<file path="src/rtl/lu_arbiter.sv">
`default_nettype none
// ============================================================================
// Module   : lu_arbiter (plus the N-bit gate primitives it is built from)
// Purpose  : Round-robin scheduler sharing one N-bit logic unit (AND, OR, NOT,
//            2:1 mux) between R requesters. At most one request is granted
//            per cycle. Its result is held in a single output register until
//            the consumer takes it.
// Ports    : clk_i        - clock, rising edge
//            reset_i      - synchronous, active-high reset
//            req_valid_i  - [R]   per-requester operation pending
//            req_ready_o  - [R]   one-hot grant (combinational)
//            req_op_i     - [2R]  op of requester i at [2i+1:2i]
//            req_a_i      - [N*R] operand a of requester i at [N*i+N-1:N*i]
//            req_b_i      - [N*R] operand b, same packing
//            req_sel_i    - [R]   mux select per requester
//            resp_valid_o - result register holds a result
//            resp_ready_i - consumer accepts the result this cycle
//            resp_id_o    - [clog2(R)] owner of the held result
//            resp_data_o  - [N]   held result
// Revision : 1.0 - initial release
// ============================================================================

// ----------------------------------------------------------------------------
// N-bit gate primitives
// ----------------------------------------------------------------------------
module lu_and_n #(
  parameter int N = 32
) (
  input  logic [N-1:0] a_i,
  input  logic [N-1:0] b_i,
  output logic [N-1:0] y_o
);
  for (genvar gi = 0; gi < N; gi++) begin : g_bit
    assign y_o[gi] = a_i[gi] & b_i[gi];
  end
endmodule

module lu_or_n #(
  parameter int N = 32
) (
  input  logic [N-1:0] a_i,
  input  logic [N-1:0] b_i,
  output logic [N-1:0] y_o
);
  for (genvar gi = 0; gi < N; gi++) begin : g_bit
    assign y_o[gi] = a_i[gi] | b_i[gi];
  end
endmodule

module lu_not_n #(
  parameter int N = 32
) (
  input  logic [N-1:0] a_i,
  output logic [N-1:0] y_o
);
  for (genvar gi = 0; gi < N; gi++) begin : g_bit
    assign y_o[gi] = ~a_i[gi];
  end
endmodule

module lu_mux2_n #(
  parameter int N = 32
) (
  input  logic [N-1:0] a_i,
  input  logic [N-1:0] b_i,
  input  logic         sel_i,
  output logic [N-1:0] y_o
);
  for (genvar gi = 0; gi < N; gi++) begin : g_bit
    assign y_o[gi] = sel_i ? b_i[gi] : a_i[gi];
  end
endmodule

// ----------------------------------------------------------------------------
// Top: arbiter + shared logic unit + result slot
// ----------------------------------------------------------------------------
module lu_arbiter #(
  parameter int N = 32,
  parameter int R = 4
) (
  input  logic                 clk_i,
  input  logic                 reset_i,
  input  logic [R-1:0]         req_valid_i,
  output logic [R-1:0]         req_ready_o,
  input  logic [2*R-1:0]       req_op_i,
  input  logic [N*R-1:0]       req_a_i,
  input  logic [N*R-1:0]       req_b_i,
  input  logic [R-1:0]         req_sel_i,
  output logic                 resp_valid_o,
  input  logic                 resp_ready_i,
  output logic [$clog2(R)-1:0] resp_id_o,
  output logic [N-1:0]         resp_data_o
);

  localparam int W = $clog2(R);

  localparam logic [1:0] C_OP_AND = 2'b00;
  localparam logic [1:0] C_OP_OR  = 2'b01;
  localparam logic [1:0] C_OP_NOT = 2'b10;
  localparam logic [1:0] C_OP_MUX = 2'b11;

  typedef enum logic [0:0] {
    S_EMPTY = 1'b0,
    S_FULL  = 1'b1
  } state_t;

  state_t         state_q, state_d;
  logic [W-1:0]   ptr_q,   ptr_d;
  logic [W-1:0]   id_q,    id_d;
  logic [N-1:0]   data_q,  data_d;

  // Unpacked per-requester views of the packed request buses
  logic [1:0]     w_op_arr [R];
  logic [N-1:0]   w_a_arr  [R];
  logic [N-1:0]   w_b_arr  [R];

  for (genvar gi = 0; gi < R; gi++) begin : g_unpack
    assign w_op_arr[gi] = req_op_i[2*gi +: 2];
    assign w_a_arr[gi]  = req_a_i[N*gi +: N];
    assign w_b_arr[gi]  = req_b_i[N*gi +: N];
  end

  // --------------------------------------------------------------------------
  // Round-robin scan: start at ptr_q and wrap; W-bit addition wraps mod R
  // because R is a power of two.
  // --------------------------------------------------------------------------
  logic         w_gnt_found;
  logic [W-1:0] w_gnt_idx;
  logic [W-1:0] w_scan_idx;

  always_comb begin
    w_gnt_found = 1'b0;
    w_gnt_idx   = '0;
    w_scan_idx  = '0;
    for (int k = 0; k < R; k++) begin
      w_scan_idx = ptr_q + W'(k);
      if (!w_gnt_found && req_valid_i[w_scan_idx]) begin
        w_gnt_found = 1'b1;
        w_gnt_idx   = w_scan_idx;
      end
    end
  end

  // The slot can take a new result when empty, or when the held result is
  // leaving this same cycle. Nothing is granted while reset is asserted.
  logic w_grant_allowed;
  logic w_req_xfer;

  assign w_grant_allowed = !reset_i && ((state_q == S_EMPTY) || resp_ready_i);
  assign w_req_xfer      = w_grant_allowed && w_gnt_found;

  always_comb begin
    req_ready_o = '0;
    if (w_req_xfer) begin
      req_ready_o[w_gnt_idx] = 1'b1;
    end
  end

  // --------------------------------------------------------------------------
  // Shared logic unit, fed with the granted requester's operands
  // --------------------------------------------------------------------------
  logic [1:0]   w_op;
  logic [N-1:0] w_a, w_b;
  logic         w_sel;
  logic [N-1:0] w_and_y, w_or_y, w_not_y, w_mux_y;
  logic [N-1:0] w_result;

  assign w_op  = w_op_arr[w_gnt_idx];
  assign w_a   = w_a_arr[w_gnt_idx];
  assign w_b   = w_b_arr[w_gnt_idx];
  assign w_sel = req_sel_i[w_gnt_idx];

  lu_and_n  #(.N(N)) u_and  (.a_i(w_a), .b_i(w_b), .y_o(w_and_y));
  lu_or_n   #(.N(N)) u_or   (.a_i(w_a), .b_i(w_b), .y_o(w_or_y));
  lu_not_n  #(.N(N)) u_not  (.a_i(w_a), .y_o(w_not_y));
  lu_mux2_n #(.N(N)) u_mux  (.a_i(w_a), .b_i(w_b), .sel_i(w_sel), .y_o(w_mux_y));

  always_comb begin
    w_result = w_and_y;
    case (w_op)
      C_OP_AND: w_result = w_and_y;
      C_OP_OR:  w_result = w_or_y;
      C_OP_NOT: w_result = w_not_y;
      C_OP_MUX: w_result = w_mux_y;
      default:  w_result = w_and_y;
    endcase
  end

  // --------------------------------------------------------------------------
  // Slot FSM and result/pointer next-state
  // --------------------------------------------------------------------------
  always_comb begin
    state_d = state_q;
    case (state_q)
      S_EMPTY: if (w_req_xfer) state_d = S_FULL;
      // A simultaneous new grant keeps the slot full (back-to-back)
      S_FULL:  if (resp_ready_i && !w_req_xfer) state_d = S_EMPTY;
      default: state_d = S_EMPTY;
    endcase
  end

  always_comb begin
    ptr_d  = ptr_q;
    id_d   = id_q;
    data_d = data_q;
    if (w_req_xfer) begin
      ptr_d  = w_gnt_idx + W'(1);
      id_d   = w_gnt_idx;
      data_d = w_result;
    end
  end

  always_ff @(posedge clk_i) begin
    if (reset_i) begin
      state_q <= S_EMPTY;
      ptr_q   <= '0;
      id_q    <= '0;
      data_q  <= '0;
    end else begin
      state_q <= state_d;
      ptr_q   <= ptr_d;
      id_q    <= id_d;
      data_q  <= data_d;
    end
  end

  assign resp_valid_o = (state_q == S_FULL);
  assign resp_id_o    = id_q;
  assign resp_data_o  = data_q;

endmodule
`default_nettype wire

</file>
<file path="config.mk">
export PLATFORM = sky130hd
export DESIGN_NAME = lu_arbiter
export DESIGN_NICKNAME = d
export VERILOG_FILES = /design/src/rtl/lu_arbiter.sv
export SDC_FILE = /design/constraint.sdc
export NUM_CORES = 1
export LEC_CHECK = 0
export BUFFER_PORTS_ARGS = -buffer_cell sky130_fd_sc_hd__buf_2
export CELL_PAD_IN_SITES_DETAIL_PLACEMENT = 0
export CELL_PAD_IN_SITES_GLOBAL_PLACEMENT = 2
export CORE_MARGIN = 8
export CORE_UTILIZATION = 22
export CTS_BUF_LIST = sky130_fd_sc_hd__clkbuf_16
export DETAILED_ROUTE_END_ITERATION = 10
export GPL_TIMING_DRIVEN = 0
export HOLD_SLACK_MARGIN = 0.08
export PLACE_DENSITY = 0.87
export SKIP_LAST_GASP = 1
export SYNTH_ARGS = -nofsm -noshare
export SYNTH_HDL_FRONTEND = slang
export SYNTH_SLANG_ARGS = --single-unit
</file>
<file path="constraint.sdc">
create_clock -name clk_i -period 3.45 [get_ports clk_i]
set_input_delay 0.8625 -clock clk_i [delete_from_list [all_inputs] [get_ports clk_i]]
set_output_delay 0.8625 -clock clk_i [all_outputs]
set_load 0.01 [all_outputs]
</file>
==> flow_results.org, run 1 <==
** Run status
- The run finished with clean final reports.

** Synth
- Share of the yosys chip area belonging to registers :: 15.46%
- The most used flip-flop cell after synthesis is sky130_fd_sc_hd__dfxtp_1.
- Number of warnings printed during yosys synthesis :: 0
- Count of state elements after synthesis :: 37
- Synthesis instantiated 39 different standard cells from the library.
- The mapped netlist covers around 4800 um2.
- Number of synthesized flops with an enable pin :: 0
- Post-Syn Area per Cell :: 7.416 um2
- The number of nets in the synthesized netlist is 925.
- In the synthesized netlist, the number of instances is ~650.
- In the synthesized netlist the async set-or-reset flop fraction comes to 0%.

** Finish
- In the final layout, the share of cells above drive strength 1 is 40.52%.
- Number of inserted diodes :: 0
- Leading cell types in the layout, fill and taps excluded :: 332 x sky130_fd_sc_hd__buf_2, 159 x sky130_fd_sc_hd__nand2_1, 96 x sky130_fd_sc_hd__mux2i_1
- The filler cells instantiated in the layout total between 2000 and 2500.
- Growth of design area from synthesis to finish :: 43.82%
- Count of nets after finishing :: 1243
- Most frequent standard cell in the layout excluding fill and tap cells :: sky130_fd_sc_hd__buf_2

** Clock network
- In this run the deepest clock path goes through 2 buffers.
- After clock tree synthesis, the clock-pin slew on the worst setup and hold paths is 0.06 ns.
- Root Buffer Master :: sky130_fd_sc_hd__clkbuf_16
- Worst-Skew Late Latency :: 0.29 ns
- Clock buffer count from CTS :: 5
- CTS H-tree depth :: 2
- In this run, post-CTS hold repair placed 0 buffers.
- TritonCTS built the clock tree.
- The clock net in this run drives a total of 37 sinks.

** Global routing
- Antenna violations before repair :: 0
- The total overflow left after global routing is 0.
- Global routing used 17.41% of the available tracks across all layers.
- First-pass GRT wire length :: 35870 um
- Vias in the first global route :: between 6000 and 7000
- Maximum number of pins on one net before global-route repair :: 21

** Placed design
- During placement, the flow inserted port buffers numbering around 310.
- The wire-length estimate of the detail-placed layout is ~20000 um.
- At the placement stage, the worst setup path has a slack of -0.8121 ns.
- Gp weighted congestion :: 0.7899

** Floorplanning
- Die Outline Area :: 26760 um2
- Starting density of the core :: 22.16%
- In this run the vertical extent of the chip is 163.6 um.
- Area of the core region :: 21620 um2
- Die Span X :: 163.6 um
- In this run the count of I/O pins placed on the die edge is between 300 and 400.
- The floorplan has 54 rows.

** Timing
- Final worst-path cycle share :: 97.39%
- Based on the critical path, the design can be clocked at up to 0.2976 GHz.
- Final hold violations :: 0
- Hold slack :: 0.4607 ns
- Final number of setup-violating endpoints :: 0
- Worst slew margin relative to its limit :: 43.34%
- The clock arrives with 0.004629 ns of skew.
- Setup repair after global routing missed its margin :: true
- Post-route setup slack :: 0.08993 ns
- Crit path time final :: 3.360 ns
- For the pin with the worst max-slew slack, the measured transition is 0.8500 ns.
- Final Max Tran Viols :: 0

** Power
- In this run the power spent charging and discharging nets is around 0.0018 W.
- The share of total power dissipated in combinational logic is 71.6%.
- In this run, flip-flops and latches consume 15.6% of the power.
- Summed over all cells, the static leakage comes to approximately 3.6 nW.
- Areal power density over the cells :: 518.1 nW/um2
- Per report_power, the clock group accounts for 12.8% of the total.
- VDD sags by at most 0.0001521 V.
- Post-route total power :: 0.003570 W
- Proportion of total power due to net switching :: 49.56%
- Cell internal pwr :: ~0.0018 W

** Setup path
- Startpoint Class :: input pin
- CP endpoint kind :: output pin
- Setup Crit Path Kind :: input pin to output pin
- Along the worst path, the maximum fanout reaches 20.
- At the worst endpoint, the required time is 2.59 ns.
- Slack of the worst reg-to-reg path :: 0.42 ns
- Data arrives at the worst endpoint at roughly 2.5 ns.

** Routing
- Number of vias in the routed layout :: 5905
- The detail route stage leaves a number of antenna-violating nets equal to 0.
- The first TritonRoute pass finished after 4 iterations.
- Vias/cell :: 4.743
- DR WL/cell :: 19.53 um
- Violation count after the first detailed-route iteration :: around 210
- After detailed routing, the number of remaining DRC violations is 0.
- Final WL :: 24310 um

** Hold path
- The path class of the tightest hold or removal check is flop to flop.

** Flow run
- Across the run, the number of max-cap violations was 0.
## per-stage QoR
step | utilization [%] | std cells | cell area [um2] | TNS (ns)
finish | 31.87 | 1245 | 6890 | 0
CTS | 31.85 | 1246 | 6885 | 0
global route | 31.87 | 1245 | 6890 | -0.03109
floorplan | - | 646 | 4791 | 0
detailed placement | 31.02 | 1239 | 6708 | -15.52
global placement | 31.02 | 1239 | 6708 | -17.41
## worst max-delay path, cell delays in order
cell and delay [ns]:
sky130_fd_sc_hd__buf_2 0.12, sky130_fd_sc_hd__nor2b_2 0.17, sky130_fd_sc_hd__a211o_4 0.37, sky130_fd_sc_hd__nand2_4 0.10, sky130_fd_sc_hd__buf_4 0.12, sky130_fd_sc_hd__buf_4 0.30, sky130_fd_sc_hd__ha_1 0.20, sky130_fd_sc_hd__and2_1 0.11
sky130_fd_sc_hd__buf_2 0.13
## cell type report
class | count | area, um2 | share of cell area, %
Buffer | 56 | 282.8 | 4.104
Clock buffer | 5 | 125.1 | 1.816
Clock inverter | 3 | 11.26 | 0.1634
Inverter | 4 | 22.52 | 0.3269
Multi-Input combinational cell | 545 | 3776 | 54.80
Sequential cell | 37 | 740.7 | 10.75
Tap cell | 280 | 350.3 | 5.084
Timing Repair Buffer | 315 | 1582 | 22.95
## cells by family (layout without fill, tap and decap cells)
family	after synthesis	after routing	synth area share, %
buf+inv	64	383	6.268
mux	98	98	20.53
simple gates	262	262	25.57
compound gates	181	181	31.13
flops	37	37	15.46
fa+ha+maj	4	4	1.045
## power groups by stage
stage	Clock [W]	Combinational [W]	Sequential, W
floorplan	0	0.00168	0.000596
global placement	0	0.00256	0.000559
detailed placement	0	0.00257	0.000564
CTS	0.000475	0.00260	0.000556
global route	0.000486	0.00282	0.000566
finish	0.000457	0.00256	0.000555
## metal layers
| layer | up-vias | share of wire [%] | global-route usage, % |
|---|---|---|---|
| met3 | 16 | 7.8 | 4.133 |
| met4 | 0 | 1.3 | 4.091 |
| met1 | 2690 | 41 | 19.80 |
| li1 | 2971 | - | - |
| met2 | 228 | 50 | 32.08 |
| met5 | - | 0 | 0 |
## registers in the layout (all words and copies together), names as in the netlist
register,count
ptr_q,2
resp_data_o,32
resp_id_o,2
resp_valid_o,1
## worst paths after layout
check,from,endpoint,cells past startpoint
setup / recovery,req_valid_i[2],req_ready_o[1],9
hold / removal,resp_id_o[0]$_SDFFE_PP0P_,resp_id_o[0]$_SDFFE_PP0P_,2
setup reg to reg,ptr_q[1]$_SDFFE_PP0P_,resp_data_o[3]$_SDFFE_PP0P_,9
hold reg to reg,resp_id_o[0]$_SDFFE_PP0P_,resp_id_o[0]$_SDFFE_PP0P_,2
## Yosys cell counts, drive strengths merged, types with 6 or more instances
master / instances / area [um2]
a311oi: 31 / 459.2
nor3b: 31 / 232.7
nand2: 160 / 600.6
clkbuf: 28 / 105.1
and2: 6 / 37.54
mux2i: 96 / 960.9
buf: 32 / 180.2
o21bai: 31 / 232.7
o21ai: 42 / 210.2
a21o: 34 / 255.2
dfxtp: 37 / 740.7
o21a: 31 / 232.7
nand3: 42 / 210.2
## timing repair
action | in CTS | in global routing
setup endpoints to repair | 34 | 3
resized for setup | 15 | 4
pin swaps | 1 | 0
cloned | 0 | 0
setup buffers | 2 | 0
(Power assumes the default switching activity.)
==> run 2, diff against run 1 <==
- PLACE_DENSITY: 0.87 -> default
- PLACE_DENSITY_LB_ADDON: default -> 0.1
==> flow_results.org, run 2 (synthesis results as in run 1) <==
** Floorplanning
- Die Outline Area :: 26760 um2
- In this run the count of I/O pins placed on the die edge is 314.
- Overall die height :: between 150 and 200 um
- Starting density of the core :: 22.16%
- Area of the core region :: approximately 22000 um2
- Number of rows in the core area :: 54
- The die is 163.6 um wide.

** Clock network
- Clock-pin slew was measured on the worst setup and hold paths at 0.06 ns.
- Number of hold buffers added after CTS :: 0
- Worst-Skew Late Latency :: ~0.29 ns
- CTS placed an instance of sky130_fd_sc_hd__clkbuf_16 at the clock tree root.
- The longest clock path from root to sink contains 2 buffers.
- TritonCTS clock tree :: yes
- Counting every sink on the clock net gives 37.
- CTS H-tree depth :: 2
- Clock buffer count from CTS :: 5

** Power
- The clock network is responsible for 12.6% of the overall power.
- Of the total power, registers draw 15.3%.
- Areal power density over the cells :: 518.6 nW/um2
- Summed over all cells, the static leakage comes to 3.589 nW.
- Proportion of total power due to net switching :: 49.58%
- Part of the power in combinational logic :: 72.1%
- Summed over all nets, the switching power comes to 0.001787 W.
- Across the VDD grid, the largest voltage drop is 0.0001889 V.
- Summing internal, switching and leakage power gives between 0.003 and 0.004 W.
- Cell internal pwr :: between 0.0015 and 0.002 W

** Setup path
- Setup Crit Path Kind :: input pin to output pin
- The critical path starts at req_valid_i[2].
- STA puts the critical path data required time at 2.59 ns.
- Worst reg2reg path startpoint :: ptr_q[1]$_SDFFE_PP0P_
- CP endpoint kind :: output pin
- Startpoint Class :: input pin
- At the worst endpoint, the arrival time is 2.50 ns.
- Maximum net fanout on the critical path :: 13

** Timing
- Crit path time final :: 3.361 ns
- The worst path uses 97.41% of the clock period.
- Maximum clock frequency :: 0.2976 GHz
- Final Max Tran Viols :: 0
- Largest clock skew in the final design :: 0.003149 ns
- Final hold violations :: 0
- Worst-margin pin slew :: 0.8686 ns
- Final number of setup-violating endpoints :: 0
- Worst slew margin relative to its limit :: 42.09%

** Finish
- Finished Core Util :: 32.15%
- Relative to the synthesized area, the layout overhead comes to 45.10%.
- Count of nets after finishing :: 1249
- The library cells used most frequently in the layout, excluding fill and tap cells, are 332 x sky130_fd_sc_hd__buf_2, 159 x sky130_fd_sc_hd__nand2_1, 96 x sky130_fd_sc_hd__mux2i_1.
- The register with the most flip-flops in the layout has 32 of them.
- The library cell used most frequently in the layout, excluding fill and tap cells, is sky130_fd_sc_hd__buf_2.
- Of the cells placed in the final design, the portion with a size suffix greater than 1 is 41.09%.

** Routing
- DRC :: 0
- DR WL/cell :: about 20 um
- Detailed-router iteration count before antenna repair :: 4
- Vias/cell :: 4.695
- The detailed router finished its first iteration with 162 violations.
- Final WL :: 25250 um
- The routed layout has 5878 vias.
- Once detail routing completed, the nets flagged for antenna violations numbered 0.

** Hold path
- Class of the worst hold path :: flop to flop
- The worst hold path begins at resp_id_o[0]$_SDFFE_PP0P_.

** Placed design
- # port buffers :: 313
- Gp weighted congestion :: 0.7475
- Detailed placement ended at an HPWL of 20670 um.

** Global routing
- The number of antenna violations at the first check in global routing is 0.
- Global routing consumed, over all layers together, between 10% and 20% of the routing resources.
- The first global-routing pass estimated 36800 um of wire.
- Vias in the first global route :: 6188
- Global route overflow :: 0
- Maximum number of pins on one net before global-route repair :: 21

** Flow run
- The tool flagged a number of max-cap violations equal to 0.

** Run status
- The flow ran to the end, and the final reports show no timing, DRC or antenna violations.
run 2: worst max-delay path, cell delays in order:
cell,delay (ns)
sky130_fd_sc_hd__buf_2,0.13
sky130_fd_sc_hd__nor2b_2,0.17
sky130_fd_sc_hd__a21o_1,0.17
sky130_fd_sc_hd__a211o_4,0.39
sky130_fd_sc_hd__inv_4,0.15
sky130_fd_sc_hd__buf_4,0.21
sky130_fd_sc_hd__ha_1,0.15
sky130_fd_sc_hd__and2_1,0.13
sky130_fd_sc_hd__buf_2,0.13
run 2: repair_timing:
action | 4_1_cts | 5_1_grt
endpoints found under the setup margin | 34 | 31
buffers inserted | 3 | 3
pin swaps | 1 | 2
gates resized for setup | 15 | 8
run 2: per-stage QoR:
stage | std cells | setup TNS, ns | setup WS [ns] | cell area (um2) | hold WS [ns]
after floorplan | 646 | 0 | 0.2131 | 4791 | 0.4700
after global placement | 1239 | -15.22 | -0.8193 | 6708 | 0.4506
after detailed placement | 1239 | -14.45 | -0.7788 | 6708 | 0.4574
after CTS | 1248 | 0 | 0.02191 | 6904 | 0.4659
after global routing | 1251 | -0.0003222 | -0.0003222 | 6949 | 0.4845
final | 1252 | 0 | 0.08931 | 6952 | 0.4574
run 2: final timing paths:
path                                       to  slack (ns)  depth (start not counted)
setup / recovery               req_ready_o[3]        0.09                          9
hold / removal      resp_id_o[0]$_SDFFE_PP0P_        0.46                          2
setup reg to reg  resp_data_o[1]$_SDFFE_PP0P_        0.52                         12
hold reg to reg     resp_id_o[0]$_SDFFE_PP0P_        0.46                          2
run 2: layer usage:
layer  wire length, um  share of wire, %  track usage, %  vias to the layer above
li1                  -                 -               -                     2977
met1             10710                42           21.02                     2709
met2             12760                51           32.74                      186
met3              1658               6.6           4.461                        6
met4               122              0.48           2.355                        0
met5                 0                 0               0                        -
run 2: layout make-up:
| class | instances | area (um2) |
|---|---|---|
| inverter | 4 | 20.02 |
| antenna | 1 | 2.502 |
| sequential | 37 | 740.7 |
| clock inverter | 3 | 11.26 |
| timing repair buffer | 319 | 1612 |
| tap | 280 | 350.3 |
| multi-input combinational | 545 | 3795 |
| fill | 2485 | 14670 |
| buffer | 58 | 295.3 |
| clock buffer | 5 | 125.1 |
run 2: power by group through the flow:
stage               Clock (W)  Sequential, W  Combinational [W]
floorplan                   0       0.000596            0.00168
global placement            0       0.000561            0.00261
detailed placement          0       0.000563            0.00259
CTS                  0.000471       0.000554            0.00263
global route         0.000485       0.000563            0.00285
finish               0.000454       0.000553            0.00260
==> run 3, diff against run 2 <==
- CORE_ASPECT_RATIO: default -> 0.9
==> flow_results.org, run 3 (synthesis results as in run 1) <==
** Routing
- DR WL/cell :: approximately 20 um
- The detail route stage leaves a number of antenna-violating nets equal to 0.
- Violation count after the first detailed-route iteration :: 203
- DRC :: 0
- For this run, the detailed router's first-pass iteration total came to 4.
- In the routed layout, each cell is associated on average with a via count of roughly 4.6.
- Number of vias in the routed layout :: just under 6000
- Summed over all layers, the routed wires come to ~25000 um.

** Finish
- At the end of the flow the core is filled with cells to 32.30%.
- Total non-filler cell area in the finished layout :: between 6000 and 7000 um2
- For this run, the post-layout net count is 1245.
- The filler cells instantiated in the layout total 2484.
- Most frequent standard cell in the layout excluding fill and tap cells :: sky130_fd_sc_hd__buf_2
- Of the cells placed in the final design, the portion with a size suffix greater than 1 is 40.85%.
- Number of inserted diodes :: 0
- Leaving out filler cells and counting taps, the final layout contains approximately 1300.
- Relative to the synthesized area, the layout overhead comes to 44.97%.
- Leading cell types in the layout, fill and taps excluded :: 332 x sky130_fd_sc_hd__buf_2, 159 x sky130_fd_sc_hd__nand2_1, 96 x sky130_fd_sc_hd__mux2i_1
- Largest register FFs :: 32

** Setup path
- In this run the register-to-register setup slack is 0.59 ns.
- Of all nets on the critical path, the largest fanout is 10.
- STA puts the critical path data required time at about 2.6 ns.
- The critical path is of the input pin to output pin type.
- CP endpoint kind :: output pin
- For the worst setup path, the data arrival time is roughly 2.5 ns.
- Number of cell instances on the worst register-to-register path :: 9
- In this run the worst setup path terminates at req_ready_o[0].
- Startpoint Class :: input pin
- Critical Path Source :: req_valid_i[1]
- In this run the critical register-to-register path is captured at resp_data_o[19]$_SDFFE_PP0P_.
- The startpoint identified for the worst register-to-register timing path is ptr_q[1]$_SDFFE_PP0P_.

** Timing
- Between clock sinks in the finished design, the worst skew comes to about 0.0055 ns.
- Of the available clock period, the critical path in the final layout requires 98.08%.
- Worst-margin pin slew :: 0.8074 ns
- Across all setup checks in the final design, the least slack found is 0.06613 ns.
- The number of endpoints with negative hold slack in the final report was 0.
- Maximum clock frequency :: 0.2955 GHz
- Setup violations remaining at the end of the flow were counted as 0.
- Headroom to the max-slew limit came out at 46.18%.
- Setup repair after global routing could not meet its margin everywhere.
- Hold slack :: 0.4681 ns
- The total count of max-transition violations in the final report was 0.
- Crit path time final :: 3.384 ns

** Floorplanning
- Pin placement for this block handled about 310 I/O pins.
- Number of rows in the core area :: 51
- Once the floorplan was initialized, standard cells occupied 22.28% of the core.
- In this run the horizontal extent of the chip is roughly 170 um.
- From bottom edge to top edge, the die measures 156.0 um.
- Die Outline Area :: 26760 um2
- Area of the core region :: 21500 um2

** Global routing
- First-pass GRT wire length :: 36690 um
- Antenna violations before repair :: 0
- Global route overflow :: 0
- Global-route usage over all layers :: 17.99%
- Vias in the first global route :: around 6200
- Entering global routing, the biggest net connects 21 pins.

** Power
- Leak :: between 3 and 4 nW
- In this run the power density over the cells is 516.7 nW/um2.
- The worst-case IR drop observed on VDD is 0.0001687 V.

** Clock network
- Number of hold buffers added after CTS :: 0
- Clock Sink Count :: 37
- The clock reaches the later pin of the worst-skew pair after 0.30 ns.
- Clock buffer count from CTS :: 5
- TritonCTS clock tree :: yes
- CTS H-tree depth :: 2
- In this run the deepest clock path goes through 2 buffers.
- Root Buffer Master :: sky130_fd_sc_hd__clkbuf_16
- After clock tree synthesis, the clock-pin slew on the worst setup and hold paths is roughly 0.060 ns.

** Hold path
- Count of cells along the worst hold path :: 2
- Class of the worst hold path :: flop to flop

** Placed design
- Half-perimeter wire length after placement :: 20380 um
- Once placement finished, the instance area stood at 6721 um2.
- Routability-driven placement finished with a final weighted congestion of about 0.73.
- # port buffers :: 313
- Worst slack after detailed placement :: -1.009 ns
- In this run, placement finished with an instance count of 1250.

** Run status
- The run finished with clean final reports.

** Flow run
- The tool flagged a number of max-cap violations equal to 0.
run 3: changes by cell type in the layout (fill, tap and decap cells not counted), sizes merged:
cell    change
buf         -4
diode       -1
clkinv      +3
inv         -3
run 3: layer usage:
layer,vias up,global-route usage [%],wire [um]
met5,-,0,0
met4,0,2.607,142
met3,7,4.629,1972
met2,200,31.20,11940
met1,2657,22.36,11040
li1,2961,-,-
run 3: worst min path at each step:
stage / startpoint / to / slack [ns]
6_report: resp_id_o[0]$_SDFFE_PP0P_ / resp_id_o[0]$_SDFFE_PP0P_ / 0.47
5_1_grt: resp_id_o[0]$_SDFFE_PP0P_ / resp_id_o[0]$_SDFFE_PP0P_ / 0.50
4_1_cts: resp_id_o[0]$_SDFFE_PP0P_ / resp_id_o[0]$_SDFFE_PP0P_ / 0.47
3_5_place_dp: resp_id_o[0]$_SDFFE_PP0P_ / resp_id_o[0]$_SDFFE_PP0P_ / 0.45
3_3_place_gp: resp_id_o[0]$_SDFFE_PP0P_ / resp_id_o[0]$_SDFFE_PP0P_ / 0.45
2_1_floorplan: ptr_q[0]$_SDFFE_PP0P_ / ptr_q[0]$_SDFFE_PP0P_ / 0.47
run 3: repair_timing:
action,CTS,global route
buffers inserted,1,1
pin swaps,1,2
cloned,0,0
endpoints found under the setup margin,6,3
hold endpoints to repair,0,0
resized for setup,20,4
run 3: metrics by stage:
step / total power [W] / TNS, ns
finish: 0.003589 / 0
global route: 0.003901 / -0.006155
CTS: 0.003666 / 0
detailed placement: 0.003153 / -11.31
global placement: 0.003162 / -11.18
floorplan: 0.002275 / 0
run 3: critical path: stages:
cell and delay [ns]:
sky130_fd_sc_hd__buf_2 0.14, sky130_fd_sc_hd__nor4_2 0.58, sky130_fd_sc_hd__nor3_4 0.08, sky130_fd_sc_hd__clkbuf_2 0.23
sky130_fd_sc_hd__clkbuf_2 0.27, sky130_fd_sc_hd__and2_1 0.21, sky130_fd_sc_hd__buf_2 0.14
run 3: report_power, final:
| group | internal (W) | switching (W) |
|---|---|---|
| clock | 0.000262 | 0.000203 |
| sequential | 0.000510 | 0.0000434 |
| combinational | 0.00104 | 0.00153 |
| total | 0.00181 | 0.00178 |
run 3: cell type report:
class,count,area (um2),share of cell area (%)
buffer,58,304.0,4.378
tap,291,364.1,5.242
sequential,37,740.7,10.66
clock inverter,3,12.51,0.1801
timing repair buffer,315,1582,22.77
multi-input combinational,545,3797,54.67
inverter,4,20.02,0.2882
clock buffer,5,125.1,1.801
